--- src/rtl/image_rom_arbiter.sv ---
// Shares one image ROM read port between a fixed-latency pixel fetch and a low-priority auxiliary reader.
// Optional auxiliary starvation counter is enabled by defining IMAGE_ROM_ARB_STARVE_CNT_EN.
module image_rom_arbiter #(
  parameter int ADDR_W  = 17,
  parameter int DATA_W  = 24,
  parameter int ROM_LAT = 2
) (
  input  logic              VGA_CLK,
  input  logic              RESET,
  input  logic              PIX_REQ,
  input  logic [ADDR_W-1:0] PIX_ADDR,
  output logic [DATA_W-1:0] PIX_DATA,
  output logic              PIX_VALID,
  input  logic              AUX_REQ,
  input  logic [ADDR_W-1:0] AUX_ADDR,
  output logic              AUX_GNT,
  output logic [DATA_W-1:0] AUX_DATA,
  output logic              AUX_VALID,
  output logic [ADDR_W-1:0] ROM_ADDR,
  output logic              ROM_RDEN,
  input  logic [DATA_W-1:0] ROM_Q,
  output logic [15:0]       AUX_STARVE_CNT
);

  typedef enum logic {
    IDLE     = 1'b0,
    AUX_WAIT = 1'b1
  } state_t;

  state_t              state_q, state_d;
  logic [ADDR_W-1:0]   rom_addr_q;
  logic [ROM_LAT:0]    tag_vld_q;
  logic [ROM_LAT:0]    tag_aux_q;
  logic                pix_valid_q, aux_valid_q;
  logic [DATA_W-1:0]   pix_data_q, aux_data_q;
  logic                aux_gnt;
  logic                issue;
  logic                ret_pix, ret_aux;

  assign aux_gnt = AUX_REQ & ~PIX_REQ & (state_q == IDLE) & ~RESET;
  assign issue   = PIX_REQ | aux_gnt;

  // Tag at the last stage lines up with the word currently on ROM_Q.
  assign ret_pix = tag_vld_q[ROM_LAT] & ~tag_aux_q[ROM_LAT];
  assign ret_aux = tag_vld_q[ROM_LAT] &  tag_aux_q[ROM_LAT];

  always_comb begin
    state_d = state_q;
    case (state_q)
      IDLE:     if (aux_gnt) state_d = AUX_WAIT;
      AUX_WAIT: if (ret_aux) state_d = IDLE;
      default:  state_d = IDLE;
    endcase
  end

  always_ff @(posedge VGA_CLK or posedge RESET) begin
    if (RESET) begin
      state_q     <= IDLE;
      rom_addr_q  <= '0;
      tag_vld_q   <= '0;
      tag_aux_q   <= '0;
      pix_valid_q <= 1'b0;
      aux_valid_q <= 1'b0;
      pix_data_q  <= '0;
      aux_data_q  <= '0;
    end else begin
      state_q     <= state_d;
      if (issue) rom_addr_q <= PIX_REQ ? PIX_ADDR : AUX_ADDR;
      tag_vld_q   <= {tag_vld_q[ROM_LAT-1:0], issue};
      tag_aux_q   <= {tag_aux_q[ROM_LAT-1:0], ~PIX_REQ};
      pix_valid_q <= ret_pix;
      aux_valid_q <= ret_aux;
      if (ret_pix) pix_data_q <= ROM_Q;
      if (ret_aux) aux_data_q <= ROM_Q;
    end
  end

`ifdef IMAGE_ROM_ARB_STARVE_CNT_EN
  logic [15:0] starve_q, starve_d;

  always_comb begin
    starve_d = starve_q;
    if (!AUX_REQ || aux_gnt)    starve_d = '0;
    else if (starve_q != 16'hFFFF) starve_d = starve_q + 16'd1;
  end

  always_ff @(posedge VGA_CLK or posedge RESET) begin
    if (RESET) starve_q <= '0;
    else       starve_q <= starve_d;
  end

  assign AUX_STARVE_CNT = starve_q;
`else
  assign AUX_STARVE_CNT = '0;
`endif

  assign AUX_GNT   = aux_gnt;
  assign ROM_ADDR  = rom_addr_q;
  assign ROM_RDEN  = tag_vld_q[0];
  assign PIX_VALID = pix_valid_q;
  assign PIX_DATA  = pix_data_q;
  assign AUX_VALID = aux_valid_q;
  assign AUX_DATA  = aux_data_q;

endmodule
--- config.mk ---
export PLATFORM = sky130hd
export DESIGN_NAME = image_rom_arbiter
export DESIGN_NICKNAME = d
export VERILOG_FILES = /design/src/rtl/image_rom_arbiter.sv
export SDC_FILE = /design/constraint.sdc
export NUM_CORES = 1
export LEC_CHECK = 0
export ABC_CLOCK_PERIOD_IN_PS = 4900
export BUFFER_PORTS_ARGS = -buffer_cell sky130_fd_sc_hd__buf_2
export CAP_MARGIN = 20
export CORE_MARGIN = 2
export CORE_UTILIZATION = 45
export DETAILED_ROUTE_END_ITERATION = 6
export HOLD_SLACK_MARGIN = 0.06
export PLACE_DENSITY_LB_ADDON = 0.3
export REMOVE_ABC_BUFFERS = 1
export SYNTH_ARGS = -nofsm -noshare
export SYNTH_HDL_FRONTEND = slang
export SYNTH_SLANG_ARGS = --single-unit
export TNS_END_PERCENT = 5
--- constraint.sdc ---
create_clock -name VGA_CLK -period 4.9 [get_ports VGA_CLK]
set_input_delay 0 -clock VGA_CLK [delete_from_list [all_inputs] [get_ports VGA_CLK]]
set_output_delay 0 -clock VGA_CLK [all_outputs]
set_load 0.02 [all_outputs]
=== Word-level counts from Yosys, hierarchy flattened ===
Cells that the tools add are included.

* Bitwise operators: 10
* Muxes and demuxes: 4

{| class="wikitable"
|+ Operators by type and width
! operator !! count
|-
| 2-to-1 mux 17 bit || 1
|-
| bitwise AND 1 bit || 5
|-
| inverter 1 bit || 4
|-
| 2-to-1 mux 1 bit || 2
|-
| case mux 1 bit (2 select lines) || 1
|-
| bitwise OR 1 bit || 1
|}

* Word-level logic and storage cells: 22
* Register bits: 74
* Input bits: 62
* Output and inout port bits: 85

=== Longest topological paths before layout ===
* Word-level depth: 6
* Mapped depth: 5

=== Least setup slack after synthesis ===
OpenSTA, ideal clock, no wires.

* Kind: reg-to-reg
* Start point: reg state_q
* End point: reg state_q
* Cell stages (with the launch flop): 5
* Arrival time: 1.251 ns
* Data required time: 4.836 ns
* Slack: 3.585 ns
* Period minus slack after synthesis: 1.315 ns
* Buffers on the path: 1
* Cells stage by stage: dfrtp_1 > or3b_1 > buf_6 > nor2_2 > a21o_1

* Cells in the longest elaborated chain, start to end: 5

{| class="wikitable"
|+ Ends and longest elaborated chain
! element !! RTL line !! text
|-
| start: declaration || 30 || <nowiki>state_t state_q, state_d;</nowiki>
|-
| start signal: assignment || 67 || <nowiki>state_q <= state_d;</nowiki>
|-
| inverter 1 bit || n/a ||
|-
| bitwise AND 1 bit (2 in series) || 40 || <nowiki>assign aux_gnt = AUX_REQ & ~PIX_REQ & (state_q == IDLE) & ~RESET;</nowiki>
|-
| net AUX_GNT || 16 || <nowiki>output logic AUX_GNT,</nowiki>
|-
| 2-to-1 mux 1 bit || 50 || <nowiki>IDLE: if (aux_gnt) state_d = AUX_WAIT;</nowiki>
|-
| case mux 1 bit (2 select lines) || 49 || <nowiki>case (state_q)</nowiki>
|-
| net state_d || 30 ||
|}

The timed path passes the listed nets, and every way through them passes these cells.
A chain may end at the register's enable or synchronous reset.

=== Final worst setup path ===
* Start point: reg state_q
* End point: reg rom_addr_q[9], in the netlist ROM_ADDR[9]

* Cells in the longest elaborated chain, start to end: 4

{| class="wikitable"
|+ Ends and longest elaborated chain
! element !! RTL line !! text
|-
| inverter 1 bit || n/a ||
|-
| bitwise AND 1 bit (2 in series) || 40 ||
|-
| bitwise OR 1 bit || 41 || <nowiki>assign issue = PIX_REQ | aux_gnt;</nowiki>
|-
| end signal: assignment || 68 || <nowiki>if (issue) rom_addr_q <= PIX_REQ ? PIX_ADDR : AUX_ADDR;</nowiki>
|-
| end: declaration || 31 || <nowiki>logic [ADDR_W-1:0] rom_addr_q;</nowiki>
|}

Every way passes these cells.

==> impl_metrics.ini <==
[final_layout]
design_area_um2 = 4450
synthToLayoutAreaGrowth_pct = 46.5
antenna_cells = 0
drive_gt1_share_pct = 46.4
final_nets = 464

[sta]
worstMarginPinSlew_ns = 0.865
timing.final.hold_violations = 0
period_needed_ns = 2.20
finClkSkew_ns = 0.00395
finalSetupTns_ns = 0
fin_ws_ns = 2.70
rsz0062_at_grt = false
fin_crit_sh_pct = 44.9
max_freq_mhz = 455
drv_slew = 0
max_slew_margin_pct = 42.3
finalSetupViolations = 0

[synthesis]
synth-edff-count = 0
synthTopCellsByCount = 74 x dfrtp_1, 31 x mux2_1, 19 x buf_4, 17 x a21oi_1, 17 x mux2_2
synth.most_common_cell = dfrtp_1
synth_area_leaders = dfrtp_1 61%, mux2_1 11%, mux2_2 6.3%
synthArstFlopShare_pct = 100
yosys.area.top_type = dfrtp_1
yosys_warnings = 0
synth-main-ff-cell = dfrtp_1
synth_cell_type_count = 21
syn_avg_cell_area_um2 = 14.4
syn_inst = 211
synth_top_area_share_pct = 61.0
ys_seq_elements = 74
synth_seq_area_share_pct = 61.0
netlist_area_um2 = 3040

[grt]
antenna_found_initial = 0
grt_max_degree = 44
grt_pass1_vias = 2429
grt_first_pass_wirelength_um = 11500
gr-usage-all-layers_pct = 20.1
overflow = 0

[drt]
routedWlPerCell_um = 14.8
route.detailed.drc = 0
firstDrtPassIters = 4
drt_wl_total_um = 7140
drt-initial-drc-count = 41
vias = 2376
via_per_inst = 4.91
ant_nets = 0

[clock_network]
h-tree-depth = 3
cts-buffers-inserted = 9
clock-root-buffer = clkbuf_8
clock_latency_ns = 0.33
clk_pin_slew_ns = 0.07
cts_resized = 0
holdBufCountCts = 59
post_cts.repair.setup_buffers = 0
cts_tree = yes
clockBufferDepth = 2
clock_sinks = 74

[worst_setup_path]
crit_path_end_kind = flop
cp_max_fo = 19
critPathArrivalTime_ns = 2.42
worstPathRequired_ns = 5.12
startpoint_type = flop
worstSetupPathType = flop to flop

[place]
placed_area_um2 = 3660
dp_hpwl_um = 4380
pre_cts_ws_ns = 3.12
io_buffers = 130
globalplace.congestion = 0.688

[outcome]
status = finished clean

[flow_run]
maxCapViolations = 0

[pwr]
leakage_nw = 2.17
p_per_area_nw_per_um2 = 352
vdd_drop_max_v = 0.000160

[floorplanning]
die_h_um = 86.1
die-area_um2 = 7420
floorplan.io_pins = 147
fp.dieW_um = 86.1
design.core.area_um2 = 6420
start_util_pct = 47.3
rows = 29

[hold_path]
hold_path.class = input port to flop
## area by class of cell
class	instances	area [um^2]
Tap cell	77	96.3
Fill cell	463	1970
Timing Repair Buffer	192	1280
Multi-Input combinational cell	122	1030
Inverter	3	11.3
Clock buffer	10	138
Sequential cell	74	1850
Clock inverter	6	32.5
## kinds of logic after synthesis
logic type	Yosys count	synth area share (%)
other	1	0.123
AOI/OAI and AO/OA	35	9.81
DFF	74	61.0
buffers and inverters	30	6.88
and+or+nand+nor	23	4.41
muxes	48	17.8
## power breakdown
part	switching [mW]	leakage, nW	internal (mW)	total (mW)
sequential	0.0435	0.860	0.695	0.738
combinational	0.236	1.22	0.185	0.420
clock	0.213	0.0916	0.193	0.406
## flip-flops by register name (all words and copies together), names as in the netlist
register	cells
AUX_DATA	24
PIX_DATA	24
state_q	1
ROM_ADDR	17
AUX_VALID	1
tag_vld_q	3
tag_aux_q	3
PIX_VALID	1
## metrics by stage
step                cells  hold slack, ns  util [%]  total power, mW
floorplan             199          0.0514         -            0.973
global placement      408           0.156      57.0             1.11
detailed placement    408           0.157      57.0             1.12
CTS                   483           0.158      68.8             1.57
global route          484           0.194      69.3             1.64
finish                484           0.182      69.3             1.56
## placed cells by master, fill, tap and decap left out, types with 8 or more instances in the layout
master         Yosys  final
nand2_2            9      9
conb_1             1     16
mux2_2            17     17
a2bb2oi_1          8      8
a2bb2oi_2          9      9
dlygate4sd3_1      0     59
dfrtp_1           74     74
buf_2              5    130
nand2_1           10     10
mux2_1            31     31
clkbuf_8           0     10
a21oi_1           17     17
## critical path, stage by stage (launching register included)
cell and delay [ns]:
dfrtp_1 0.43, or3b_1 0.76, nand2_1 0.22, a2bb2oi_1 0.11, dlygate4sd3_1 0.56
## final timing paths
kind,slack (ns),end,cells past startpoint,startpoint
hold / removal,0.18,state_q,3,PIX_REQ
hold reg to reg,0.35,tag_aux_q[2],0,tag_aux_q[1]
min in group asynchronous,0.33,ROM_ADDR[1],3,RESET
max in group asynchronous,3.59,AUX_DATA[2],4,RESET
setup / recovery,2.70,ROM_ADDR[9],4,state_q
setup reg to reg,2.70,ROM_ADDR[9],4,state_q
## metal layers
metal | share of wire, % | global-route usage (%)
met1 | 42 | 24.9
met2 | 46 | 32.1
met3 | 9.8 | 7.51
met4 | 1.6 | 7.94
met5 | 0 | 0
Power figures use the tool's default switching activity.
